==> config.mk <==
export PLATFORM = sky130hd
export DESIGN_NAME = alu_exec_stage
export DESIGN_NICKNAME = d
export VERILOG_FILES = /design/src/rtl/alu_exec_stage.sv
export SDC_FILE = /design/constraint.sdc
export NUM_CORES = 1
export LEC_CHECK = 0
export ABC_AREA = 0
export CORE_UTILIZATION = 30
export DETAILED_ROUTE_END_ITERATION = 12
export GPL_TIMING_DRIVEN = 0
export PLACE_DENSITY = 0.46
export SYNTH_ARGS = -nofsm -noshare
export SYNTH_HDL_FRONTEND = slang
export SYNTH_SLANG_ARGS = --single-unit
export TNS_END_PERCENT = 5
==> constraint.sdc <==
create_clock -name clk -period 2.1 [get_ports clk]
set_input_delay 0.63 -clock clk [delete_from_list [all_inputs] [get_ports clk]]
set_output_delay 0.63 -clock clk [all_outputs]
set_load 0.005 [all_outputs]
==> src/rtl/alu_exec_stage.sv <==
// Registered ALU execute stage: computes result/zero/branch per op behind a
// valid/ready handshake with a 2-entry skid buffer and a delivered-op counter.
module alu_exec_stage #(
  parameter int unsigned WIDTH = 32,
  parameter int unsigned CNT_W = 16
) (
  input  logic             clk,
  input  logic             rst_n,
  input  logic             in_valid,
  output logic             in_ready,
  input  logic [3:0]       alu_ctrl,
  input  logic [WIDTH-1:0] op_a,
  input  logic [WIDTH-1:0] op_b,
  output logic             out_valid,
  input  logic             out_ready,
  output logic [WIDTH-1:0] result,
  output logic             zero,
  output logic             br_taken,
  output logic             illegal,
  output logic [CNT_W-1:0] op_count
);

  typedef enum logic [1:0] {
    S_EMPTY,
    S_ONE,
    S_TWO
  } state_t;

  typedef struct packed {
    logic [WIDTH-1:0] result;
    logic             zero;
    logic             br_taken;
    logic             illegal;
  } rec_t;

  state_t           r_state;
  state_t           w_state_nxt;
  logic             r_in_ready;
  logic             r_out_valid;
  rec_t             r_main;
  rec_t             r_skid;
  logic [CNT_W-1:0] r_op_count;

  logic             w_accept;
  logic             w_deliver;
  logic             w_load_main_new;
  logic             w_load_main_skid;
  logic             w_load_skid;
  rec_t             w_new;
  logic [WIDTH-1:0] w_diff;
  logic             w_eq;
  logic             w_lt_s;
  logic             w_lt_u;

  assign w_accept  = in_valid && r_in_ready;
  assign w_deliver = r_out_valid && out_ready;

  assign w_diff = op_a - op_b;
  assign w_eq   = (op_a == op_b);
  assign w_lt_s = ($signed(op_a) < $signed(op_b));
  assign w_lt_u = (op_a < op_b);

  always_comb begin
    w_new.result   = '0;
    w_new.br_taken = 1'b0;
    w_new.illegal  = 1'b0;
    unique case (alu_ctrl)
      4'd0:  w_new.result = op_a & op_b;
      4'd1:  w_new.result = op_a | op_b;
      4'd2:  w_new.result = op_a + op_b;
      4'd3:  w_new.result = w_diff;
      4'd4:  w_new.result = op_a ^ op_b;
      4'd5:  begin w_new.result = w_diff; w_new.br_taken = w_eq;    end
      4'd6:  begin w_new.result = w_diff; w_new.br_taken = !w_eq;   end
      4'd7:  begin w_new.result = w_diff; w_new.br_taken = w_lt_s;  end
      4'd8:  begin w_new.result = w_diff; w_new.br_taken = !w_lt_s; end
      4'd9:  begin w_new.result = w_diff; w_new.br_taken = w_lt_u;  end
      4'd10: begin w_new.result = w_diff; w_new.br_taken = !w_lt_u; end
      default: w_new.illegal = 1'b1;
    endcase
    // zero always follows the stored result, so illegal codes get zero=1
    w_new.zero = (w_new.result == '0);
  end

  always_comb begin
    w_state_nxt      = r_state;
    w_load_main_new  = 1'b0;
    w_load_main_skid = 1'b0;
    w_load_skid      = 1'b0;
    unique case (r_state)
      S_EMPTY: begin
        if (w_accept) begin
          w_state_nxt     = S_ONE;
          w_load_main_new = 1'b1;
        end
      end
      S_ONE: begin
        if (w_accept && w_deliver) begin
          w_load_main_new = 1'b1;
        end else if (w_accept) begin
          w_state_nxt = S_TWO;
          w_load_skid = 1'b1;
        end else if (w_deliver) begin
          w_state_nxt = S_EMPTY;
        end
      end
      S_TWO: begin
        if (w_deliver) begin
          w_state_nxt      = S_ONE;
          w_load_main_skid = 1'b1;
        end
      end
      default: w_state_nxt = S_EMPTY;
    endcase
  end

  always_ff @(posedge clk or negedge rst_n) begin
    if (!rst_n) begin
      r_state     <= S_EMPTY;
      r_in_ready  <= 1'b1;
      r_out_valid <= 1'b0;
      r_main      <= '0;
      r_skid      <= '0;
      r_op_count  <= '0;
    end else begin
      r_state     <= w_state_nxt;
      r_in_ready  <= (w_state_nxt != S_TWO);
      r_out_valid <= (w_state_nxt != S_EMPTY);
      if (w_load_main_new) begin
        r_main <= w_new;
      end else if (w_load_main_skid) begin
        r_main <= r_skid;
      end
      if (w_load_skid) begin
        r_skid <= w_new;
      end
      if (w_deliver) begin
        r_op_count <= r_op_count + 1'b1;
      end
    end
  end

  assign in_ready  = r_in_ready;
  assign out_valid = r_out_valid;
  assign result    = r_main.result;
  assign zero      = r_main.zero;
  assign br_taken  = r_main.br_taken;
  assign illegal   = r_main.illegal;
  assign op_count  = r_op_count;

endmodule
==> results.md, run 1 <==
* Status: finished, violations left
* Failing checks: negative setup slack
* Via-to-Cell Ratio at 5.67
* CTS tree: done
* Aggregate global routing overflow at 0
* Synth Instances at 1302
* Critical path's top delay family: simple AND/OR/NAND/NOR gates
* Syn nets at roughly 1500
* Die W at 184 um
* FF-to-FF setup slack at roughly 0.070 ns
* Die area at 33900 um2
* Period utilisation layout at 168%
* DR vias at 11200
* Routed length per instance at 21.9 um
* Final WS setup at -1.42 ns
* Clock-pin slew on the worst setup and hold paths at 0.07 ns
* Htree depth at 3
* I/O pin count at 125
* CP max FO at 5
* EDFF count, synth at 0
* Commonest non-fill, non-tap cell in the layout: nand2_1
* First-pass iteration count of the detailed router at 8
* DRT iter0 DRCs at 966
* Clock Latency Late Sink at between 0.3 and 0.4 ns
* Post-Syn Area per Cell at 7.65 um2
* Setup Skew at 0.00812 ns
* Met2 usage at about 40%
* Layout cell share with drive strength beyond 1 at 33.1%
* TritonCTS buffer count at 9
* Routing usage on met3 at 2.69%
* Worst VDD drop at 0.000502 V
* Worst setup SP type: primary input
* Worst Reg-to-Reg Cells at 8
* Area Growth Syn to Fin at 49.0%
* Final wirelength at approximately 43 mm
* Post-route ant nets at 0
* Commonest non-fill, non-tap cells in the layout: 137 x nand2_1, 93 x buf_4, 89 x dfrtp_1
* Hold-fix buffer count after cts at 0
* Slew of the pin with the lowest slew margin at 0.693 ns
* Slew Viols, Final at 0
* Global-route wire length before repair at 64.5 mm
* Clock sink count at 90
* CP Buf/Inv Count at 5
* Core footprint at 32600 um2
* Gr busiest metal: met2
* Synth top area share at 22.4%
* Synth Register Bits at 90
* Hpwl dp at 32.6 mm
* WP depth at 16
* Leading area contributor after synthesis: dfrtp_1
* Unique masters post-synth at 97
* Synth Warn # at 0
* RSZ-0062 raised after global routing: yes
* Rows at 66
* Starting Density at between 30 and 40%
* Setup-failing EPs final at 67
* CP Capture Type: flop
* Slowest cell delay on critical path at 0.37 ns
* Crit-path cells: dlygate4sd2_1 > inv_2 > ha_4 > buf_6 > a21o_4 > a21oi_4 > a211oi_4 > buf_4 > buf_4 > nor3_2 > nor3b_4 > nor4bb_4 > nand4_1 > nor4_4 > nand4_1 > o22ai_1
* DP Cell Count at 1869
* GRT Total Usage at between 20% and 30%
* Final #Nets at 1711
* Ant. Diodes at 0
* HP Class: primary input to async pin
* Cell Area, Synth at 9960 um2
* Peak Freq at approximately 280 MHz
* Largest net degree at the start of global routing at 66
* Initial antenna violation count at 0
* Layout Cells excl Fill at 1978
* Leak at 6.32 nW
* Fillers at between 3000 and 4000
* IO buf count at between 100 and 150
* Setup TNS at -50.84 ns
* Chip height at between 150 and 200 um
* Setup Crit Path Kind: primary input to flop
* Dominant synthesized flop cell: dfrtp_1
* Vias in the first global route at 10400
* CTS root buf: clkbuf_16
* Critical path data arrival time at 3.79 ns
* Synth top area cells: dfrtp_1 22%, ha_1 13%, nand2_1 5.5%, a21oi_1 5.0%, o21ai_0 4.0%
* Pwr dens at 684 nW/um2
* Rel. slew slack at 53.8%
* DRC viols at 0
* Min Tclk post-route at 3.52 ns
* Ys async rst share at 100%
* Worst-case clock buffer depth at 2
* RePlAce Congestion at 0.963
* CP max-delay cell: nor4_4
* Met1 Track Usage GR at around 35%
* Max cap viols at 0
* Worst Path Required at 2.37 ns
* Seq/Total Area, Yosys at a little under a quarter
* Final Hold Viols at 0
-- where the power goes --
part	switching [mW]	internal, mW
clock network	0.713	0.815
logic	3.02	2.68
registers	0.465	2.46
-- path summary, 6_finish.rpt --
check	from	endpoint
setup / recovery	op_b[4]	zero
hold / removal	rst_n	result[3]
setup reg to reg	out_valid	result[25]
hold reg to reg	op_count[15]	op_count[15]
max in group asynchronous	rst_n	in_ready
min in group clk	op_count[15]	op_count[15]
-- logic make-up (layout without fill, tap and decap cells) --
group,Yosys count,count (layout),share of synthesized area (%)
compound gates,421,421,29.0
xor+xnor,21,21,1.85
fa+ha+maj,109,109,13.8
buf+inv,179,413,7.43
flops,90,90,22.6
mux,24,24,2.59
simple gates,458,458,22.7
-- synthesized netlist by cell type (all sizes together) (5+ instances only) --
cell type and n:
a211o 13, a211oi 20, a21o 22, a21oi 103, a221oi 6, a22oi 20
a311oi 6, a31oi 22, and2 16, and3 21, buf 33, clkbuf 43
dfrtp 89, ha 106, inv 103, mux2 14, mux2i 10, nand2 146
nand2b 10, nand3 42, nand3b 7, nand4 18, nor2 92, nor2b 15
nor3 32, nor3b 10, nor4 17, nor4b 5, o211ai 25, o21a 11
o21ai 84, o21bai 11, o31a 5, o31ai 15, or2 8, or3 8
xnor2 18
-- flip-flops by register name, summed over array words and instances (netlist names) --
signal / cells
out_valid: 1
zero: 1
r_state: 2
illegal: 1
in_ready: 1
op_count: 16
result: 32
br_taken: 1
r_skid: 35
-- what timing repair did --
action	4_1_cts	5_1_grt
buffers inserted	51	42
pin swaps	85	90
setup endpoints to repair	75	75
cloned	2	1
resized for setup	328	283
-- layer usage --
metal	part of all wire (%)	vias to the layer above
li1	-	5177
met3	6.2	78
met4	2.8	0
met5	0	-
met1	46	5481
met2	45	474
-- worst register-to-register path, cell delays in order, from the launching register on --
cell and delay [ns]:
dfrtp_1 0.36, and2_1 0.13, clkbuf_2 0.19, and2_1 0.16
clkbuf_2 0.20, clkbuf_1 0.53, nand2_1 0.12, and3_1 0.19
a21oi_1 0.10
-- area by class of cell --
| type | count | area [um2] | area share, % |
|---|---|---|---|
| multi-input combinational | 1033 | 8830 | 59.5 |
| sequential | 90 | 2250 | 15.2 |
| tap | 442 | 553 | 3.73 |
| clock buffer | 10 | 229 | 1.54 |
| inverter | 103 | 402 | 2.71 |
| clock inverter | 6 | 50.0 | 0.337 |
| timing repair buffer | 221 | 1940 | 13.1 |
| buffer | 73 | 582 | 3.92 |
-- stage by stage --
stage          setup WS [ns]  util (%)  hold WS [ns]  power [mW]  instance area, um2
2_1_floorplan          -1.17         -         0.334        5.43               10000
3_5_place_dp           -2.99      36.4         0.470        7.53               11900
6_report               -1.42      45.5         0.200        10.1               14800
4_1_cts                -1.58      42.1         0.198        9.69               13700
5_1_grt                -1.50      45.5         0.219        10.8               14800
3_3_place_gp           -3.36      36.3         0.461        7.49               11800
(Power assumes the default switching activity.)
==> run 2: changes to the inputs <==
--- a/config.mk
+++ b/config.mk
@@ -6,6 +6,7 @@
 export NUM_CORES = 1
 export LEC_CHECK = 0
 export ABC_AREA = 0
+export CAP_MARGIN = 10
 export CORE_UTILIZATION = 30
 export DETAILED_ROUTE_END_ITERATION = 12
 export GPL_TIMING_DRIVEN = 0
==> results of run 2 <==
No change in the layout: final DEF, timing and power equal those of run 1.
==> run 3: changes to the inputs <==
--- a/config.mk
+++ b/config.mk
@@ -8,6 +8,7 @@
 export ABC_AREA = 0
 export CAP_MARGIN = 10
 export CORE_UTILIZATION = 30
+export CTS_BUF_LIST = sky130_fd_sc_hd__clkbuf_4
 export DETAILED_ROUTE_END_ITERATION = 12
 export GPL_TIMING_DRIVEN = 0
 export PLACE_DENSITY = 0.46
==> run 3 against run 2 <==
Effect of this change:
- largest power group unchanged
- largest cell class unchanged
- wire length rose by 0.10%
- critical path type unchanged
- clock skew up 0.0086 ns
- first-iteration DRC count decreased by 7.0%
- non-clock buffer count fell by 3
- the run still ends with negative setup slack left
- critical path depth fell by 3
- final cell count shrank 0.10%
==> results.md, run 3 (synthesis results as in run 1) <==
* Status: finished, violations left
* Failing checks: negative setup slack
* Hold-fix buffer count after cts at 0 (unchanged)
* First-pass iteration count of the detailed router at 5 (-3)
* TritonCTS buffer count at 9 (unchanged)
* HP Class: primary input to async pin
* Setup-failing EPs final at 67 (unchanged)
* Commonest non-fill, non-tap cells in the layout: 136 x nand2_1, 93 x buf_4, 88 x dfrtp_1
* Worst VDD drop at 0.000367 V (-27%)
* CP Buf/Inv Count at 2 (-3)
* DRC viols at 0 (unchanged)
* Reg with most FFs: r_skid
* Global-route wire length before repair at 65.3 mm (+1.3%)
* Max cap viols at 0 (unchanged)
* CP Capture Type: flop
* Most used cell, CP: nand4_1
* Leak at 6.17 nW (-2.3%)
* Min Tclk post-route at 3.43 ns (-0.0916 ns)
* DR vias at 11100 (-0.83%)
* IO buf count at 123 (unchanged)
* Met1 Track Usage GR at 36.0% (+0.63 points)
* Setup TNS at -43.63 ns (+7.21 ns)
* Final #Nets at 1708 (-0.18%)
* Core footprint at 32600 um2 (unchanged)
* Pwr Total at 9.38 mW (-7.6%)
* Starting Density at 30.5% (unchanged)
* Period utilisation layout at 163% (-4.4 points)
* Die W at 184 um (unchanged)
* Initial antenna violation count at 1 (+1)
* Worst-case clock buffer depth at 2 (unchanged)
* Chip height at 184 um (unchanged)
* Slowest cell delay on critical path at 0.58 ns (+0.21 ns)
* Setup Skew at 0.0167 ns (+0.00861 ns)
* Final Hold Viols at 0 (unchanged)
* Hpwl dp at 32.6 mm (unchanged)
* GRT Total Usage at 25.4% (+0.24 points)
* RePlAce Congestion at 0.963 (unchanged)
* Via-to-Cell Ratio at 5.63 (-0.73%)
* Final wirelength at 43.3 mm (+0.10%)
* Peak Freq at 291 MHz (+2.7%)
* Largest net degree at the start of global routing at 66 (unchanged)
* CTS root buf: clkbuf_4
* Layout cell share with drive strength beyond 1 at 31.7% (-1.4 points)
* CP max-delay cell: or4_4
* Layout Cells excl Fill at 1976 (-0.10%)
* Worst Path Required at 2.48 ns (+0.11 ns)
* Rows at 66 (unchanged)
* Clock sink count at 90 (unchanged)
* Commonest non-fill, non-tap cell in the layout: nand2_1
* Clock Latency Late Sink at 0.45 ns (+0.10 ns)
* Slew Viols, Final at 0 (unchanged)
* Routed length per instance at 21.9 um (+0.20%)
* I/O pin count at 125 (unchanged)
* Final WS setup at -1.33 ns (+0.0916 ns)
* CP max FO at 4 (-1)
* RSZ-0062 raised after global routing: yes
* Die area at 33900 um2 (unchanged)
* CTS tree: done
* DP Cell Count at 1869 (unchanged)
* Max reg flops at 35 (unchanged)
* Gr busiest metal: met2
* Fillers at 3331 (+2.1%)
* Area Growth Syn to Fin at 45.4%
* Setup Crit Path Kind: primary input to flop
* Clock-pin slew on the worst setup and hold paths at 0.16 ns (+0.09 ns)
* Htree depth at 3 (unchanged)
* DRT iter0 DRCs at 898 (-7.0%)
* Critical path data arrival time at 3.81 ns (+0.02 ns)
* Aggregate global routing overflow at 0 (unchanged)
* Worst setup SP type: primary input
* Post-route ant nets at 0 (unchanged)
* Met2 usage at 40.3% (+0.17 points)
* Crit-path cells: clkdlybuf4s15_2 > inv_1 > ha_4 > nand4_1 > or4_4 > a2111o_1 > a41oi_2 > nor3_1 > nor2_1 > a22oi_2 > nor4bb_4 > nand4_1 > o22ai_1
* Rel. slew slack at 55.6% (+1.8 points)
* Pwr dens at 648 nW/um2 (-5.3%)
* Vias in the first global route at 10600 (+1.2%)
* Slew of the pin with the lowest slew margin at 0.666 ns (-0.0270 ns)
* Routing usage on met3 at 2.25% (-0.43 points)
* Critical path's top delay family: simple AND/OR/NAND/NOR gates
==> run 3: final timing paths <==
check	to	slack, ns	cells after the start	from
max	zero	-1.33	13	op_a[18]
min	result[3]	0.06	1	rst_n
max reg2reg	r_skid[11]	0.08	7	in_ready
min reg2reg	op_count[15]	0.49	1	op_count[15]
max in group asynchronous	in_ready	1.36	2	rst_n
min in group clk	op_count[15]	0.49	1	op_count[15]
==> run 3: area by class of cell <==
cell class	count	area (um2)	share of cell area, %
sequential	90	2250	15.6
clock buffer	10	75.1	0.518
clock inverter	6	50.0	0.346
inverter	103	404	2.79
multi-input combinational	1033	8630	59.6
antenna	1	2.50	0.0173
buffer	73	547	3.78
tap	442	553	3.82
timing repair buffer	218	1970	13.6
==> run 3: repair_timing <==
item                       4_1_cts  5_1_grt
setup buffers                   72       21
gates resized for setup        490       77
pin swaps                      108       59
setup endpoints to repair       73       73
cloned                           3        0
==> run 3: per-layer routing <==
layer  routed length (um)  vias up  part of all wire (%)
li1                     -     5178                     -
met1                19700     5432                    46
met2                19700      451                    46
met3                 2770       56                   6.4
met4                 1040        0                   2.4
met5                    0        -                     0
==> run 3: where the power goes <==
| group | switching, mW | leakage, nW | internal, mW | total [mW] |
|---|---|---|---|---|
| Sequential | 0.457 | 1.12 | 2.45 | 2.91 |
| Combinational | 2.97 | 4.98 | 2.60 | 5.57 |
| Clock | 0.632 | 0.0636 | 0.269 | 0.901 |
| Total | 4.05 | 6.17 | 5.32 | 9.38 |
==> run 3: through the flow <==
step	utilization, %	instance area (um2)	setup slack (ns)	hold slack, ns
after floorplan	-	10000	-1.17	0.334
after global placement	36.3	11800	-3.36	0.461
after detailed placement	36.4	11900	-2.99	0.470
after CTS	43.3	14100	-1.21	0.0475
after global routing	44.4	14500	-1.37	0.0668
final	44.4	14500	-1.33	0.0621
==> RTL edit 1, RTL diff (config.mk and constraints of run 3) <==
Encoding of `state_t`: now one-hot (3 bits for 3 states).
--- a/src/rtl/alu_exec_stage.sv
+++ b/src/rtl/alu_exec_stage.sv
@@ -20,10 +20,10 @@
   output logic [CNT_W-1:0] op_count
 );
 
-  typedef enum logic [1:0] {
-    S_EMPTY,
-    S_ONE,
-    S_TWO
+  typedef enum logic [2:0] {
+    S_EMPTY = 3'b001,
+    S_ONE   = 3'b010,
+    S_TWO   = 3'b100
   } state_t;
 
   typedef struct packed {
Check against the original RTL: same outputs for any inputs over 10 cycles, from zero or initial values and one cycle with rst_n low; not proved beyond that.
==> RTL edit 1 against run 3 <==
Critical path depth grew 1; synthesized area grew 0.67%; clock power grew 25%; design area shrank 0.74%; power shrank 5.0%; sequential cell count grew 1; routed wire length shrank 4.0%; worst hold slack gained 0.095 ns; the run still ends with setup timing left; worst setup slack lost 0.22 ns; largest cell class unchanged; critical endpoint is now r_skid[2].
==> RTL edit 1: results <==
critical_path:
  critPathArrivalTime_ns: 4.01
  critPathSlowestCell: "clkdlybuf4s50_1"
  crit_path_max_fanout: 10
  r2r_slack_ns: -0.29
  cpLargestDelayFamily: "compound AO/OA/AOI/OAI gates"
  crit_start: "op_a[16]"
  crit_path_end: "r_skid[2]"
  reg2reg_from: "r_state[0]"
  r2r_end: "result[13]"
  crit_path_max_incr_delay_ns: 0.51
logic_synthesis:
  yosys_warnings: 0
  ys_top_cells_by_area: "dfrtp_1, ha_1, nand2_1, a21oi_1, o21ai_0"
  ys_types: 103
  synth-seq-area-share_pct: 22.7
  syn_avg_cell_area_um2: 7.60
  synth_nets: 1498
  ys_top_cells_by_count: "nand2_1, ha_1, nor2_1"
cells_and_area:
  drive_above_1_share_pct: 26.2
  seq_cells: 91
  seq_share_pct: 15.9
  inverters: 103
  clk_share_pct: 1.17
  multiInputCombCellCount: 1051
  area_delta_synth_final_pct: 43.4
  multiInputGateArea_um2: 8560
  nNetsFinal: 1680
  n_all_buffers: 244
  fin_cells: 1948
  bufAreaShareNonClock_pct: 16.7
grt:
  grt_pass1_wl_mm: 62.8
  grt_start_max_net_pins: 50
  grtUsageTotal_pct: 23.9
  grt_pass1_vias: 10600
  antenna_found_initial: 2
drt:
  wl_mm: 41.5
  vias_per_cell: 5.66
  drt-pass1-iter-count: 6
  drt-initial-drc-count: 929
placement:
  place.gp.congestion: 0.938
  dpl_cell_area_um2: 11900
  dp_hpwl_mm: 31.7
  dpl_worst_slack_ns: -3.64
sta:
  fin_hold_ws_ns: 0.157
  slew_headroom_pct: 55.4
  tns_ns: -50.51
  finalSetupViolCount: 66
  clock_skew_ns: 0.0116
  finalWorstSetupSlack_ns: -1.55
run_status:
  violations: "setup timing"
  status: "finished, violations left"
pwr:
  leakage_nw: 6.31
  p_int_mw: 5.18
  vdd_drop_max_uv: 329
cts:
  cts_resized: 332
  post_cts_buffers: 26
  clk_pin_slew_worst_paths_ns: 0.15
[RTL edit 1: layer usage]
layer	track usage, %	vias to the layer above	share of wire [%]
li1	-	5153	-
met1	32.9	5332	45
met2	38.3	452	45
met3	3.09	94	6.6
met4	8.17	2	3.3
met5	0	-	0.019
[RTL edit 1: power groups by stage]
stage / registers [mW] / clock network, mW / logic, mW
after detailed placement: 2.88 / 0 / 4.09
final: 2.84 / 1.13 / 4.94
after CTS: 2.84 / 1.18 / 4.52
after floorplan: 2.81 / 0 / 2.26
after global placement: 2.88 / 0 / 4.05
after global routing: 2.94 / 1.23 / 5.37
[RTL edit 1: logic make-up after synthesis]
logic type | count (synthesis) | share of synthesized area, %
and+or+nand+nor | 493 | 23.9
AOI/OAI and AO/OA | 411 | 28.7
buffers and inverters | 176 | 7.22
adders and majority gates | 109 | 13.7
DFF | 91 | 22.7
xor gates and xnor gates | 20 | 1.75
muxes | 18 | 1.97
==> RTL edit 2, RTL diff (config.mk and constraints of run 3) <==
Made on the original files. `WIDTH`: 32 -> 16.
--- a/src/rtl/alu_exec_stage.sv
+++ b/src/rtl/alu_exec_stage.sv
@@ -1,7 +1,7 @@
 // Registered ALU execute stage: computes result/zero/branch per op behind a
 // valid/ready handshake with a 2-entry skid buffer and a delivered-op counter.
 module alu_exec_stage #(
-  parameter int unsigned WIDTH = 32,
+  parameter int unsigned WIDTH = 16,
   parameter int unsigned CNT_W = 16
 ) (
   input  logic             clk,
Interface: changed (resized op_a, op_b and result); port bits go from 125 to 77. The function was not compared with the original's and may differ.
==> RTL edit 2 against run 3 <==
The flow still finishes with violations (setup timing); via count fell by 52%; sequential share of layout area rose by 3.5 points; routed wire length fell by 59%; design area fell by 47%; utilization rose by 1.0 points; sequential cell count fell by 32; sequential power fell by 38%; critical path depth fell by 1; worst setup slack improved by 0.53 ns; power fell by 44%; synthesized area fell by 47%; register-to-register slack improved by 0.19 ns; critical endpoint is now r_skid[2]; largest cell class unchanged; highest routed layer unchanged.
==> RTL edit 2: results <==
cells_and_area:
  largest_reg_flops: 19
  fill_cells: 1686
  nNetsFinal: 856
  drive_above_1_share_pct: 32.4
sta:
  slew_headroom_pct: 57.5
  clock_skew_ns: 0.0151
  finalWorstSetupSlack_ns: -0.798
  finalSetupViolCount: 26
drt:
  vias_per_cell: 5.42
  drt-initial-drc-count: 374
  drt-pass1-iter-count: 6
run_status:
  status: "finished, violations left"
  violations: "setup timing"
critical_path:
  cpLargestDelayFamily: "compound AO/OA/AOI/OAI gates"
  crit_path_max_fanout: 6
  crit_path_max_incr_delay_ns: 0.35
  critPathSlowestCell: "o31a_1"
logic_synthesis:
  ys_types: 75
  yosysTopAreaCellShare_pct: 27.3
  synth-seq-area-share_pct: 27.8
  ys_top_cells_by_area: "dfrtp_1, ha_1, a21oi_1, nand2_1, o21ai_0"
grt:
  grt_pass1_vias: 5242
  grt_start_max_net_pins: 41
placement:
  dpl_worst_slack_ns: -2.32
  place.gp.congestion: 0.904
  dpl_cell_area_um2: 6400
  dp_hpwl_mm: 13.1
cts:
  clk_latency_ns: 0.41
  clk_pin_slew_worst_paths_ns: 0.10
pwr:
  leakage_nw: 3.24
[RTL edit 2: changes by cell type in the layout (fill, tap and decap cells not counted), moves of 18 or more]
cell	change
a21oi_1	-43
buf_4	-44
clkbuf_2	-20
dfrtp_1	-31
ha_1	-44
inv_1	-36
inv_2	-18
nand2_1	-79
nand3_1	-20
nor2_1	-52
o21ai_0	-30
[RTL edit 2: area by class of cell]
class	instances	area, um^2	share of cell area (%)
multi-input combinational	484	4180	54.7
sequential	58	1450	19.0
timing repair buffer	130	1170	15.3
tap	220	275	3.61
inverter	53	226	2.97
buffer	26	221	2.90
clock buffer	12	90.1	1.18
clock inverter	3	17.5	0.229
antenna	2	5.00	0.0656
[RTL edit 2: worst register-to-register path, cell delays in order (launching register included)]
cell and delay (ns):
dfstp_2 0.54, nand2_1 0.10, nor2_4 0.15, nand3_1 0.21, clkbuf_1 0.36, mux2_2 0.36
[RTL edit 2: final timing paths]
kind                         startpoint            to  slack, ns  depth (start not counted)
setup / recovery                op_a[2]     r_skid[2]      -0.80                         12
hold reg to reg            op_count[15]  op_count[15]       0.48                          1
hold / removal                    rst_n  op_count[12]       0.16                          1
max in group asynchronous         rst_n      in_ready       1.29                          2
min in group clk           op_count[15]  op_count[15]       0.48                          1
setup reg to reg               in_ready    r_skid[13]       0.27                          5
[RTL edit 2: power by group through the flow]
stage / logic (mW) / clock network [mW] / registers, mW
after CTS: 2.65 / 0.696 / 1.81
after detailed placement: 2.30 / 0 / 1.83
final: 2.77 / 0.669 / 1.81
after global routing: 3.04 / 0.752 / 1.85
after global placement: 2.27 / 0 / 1.81
after floorplan: 1.30 / 0 / 1.78
[RTL edit 2: kinds of logic after synthesis]
logic type | after synthesis | share of synthesized area, %
AOI/OAI and AO/OA | 206 | 27.1
muxes | 18 | 3.66
and+or+nand+nor | 190 | 18.5
DFF | 58 | 27.8
xor gates and xnor gates | 15 | 2.51
buffers and inverters | 87 | 6.99
adders and majority gates | 55 | 13.4
[RTL edit 2: per-stage QoR]
step	util, %	cells
2_1_floorplan	-	629
3_3_place_gp	38.0	924
3_5_place_dp	38.1	925
4_1_cts	44.0	980
5_1_grt	45.4	987
6_report	45.4	988
[RTL edit 2: metal layers]
metal | part of all wire [%] | vias up | global-route usage [%] | wire length [um]
li1 | - | 2552 | - | -
met1 | 48 | 2642 | 28.1 | 8460
met2 | 47 | 142 | 32.6 | 8210
met3 | 4.2 | 21 | 3.29 | 734
met4 | 1.3 | 0 | 3.85 | 234
met5 | 0 | - | 0 | 0
[RTL edit 2: what timing repair did]
| item | 4_1_cts | 5_1_grt |
|---|---|---|
| buffers inserted | 48 | 6 |
| pin swaps | 61 | 41 |
| hold endpoints to repair | 0 | 0 |
| resized for setup | 237 | 55 |
| endpoints found under the setup margin | 37 | 40 |
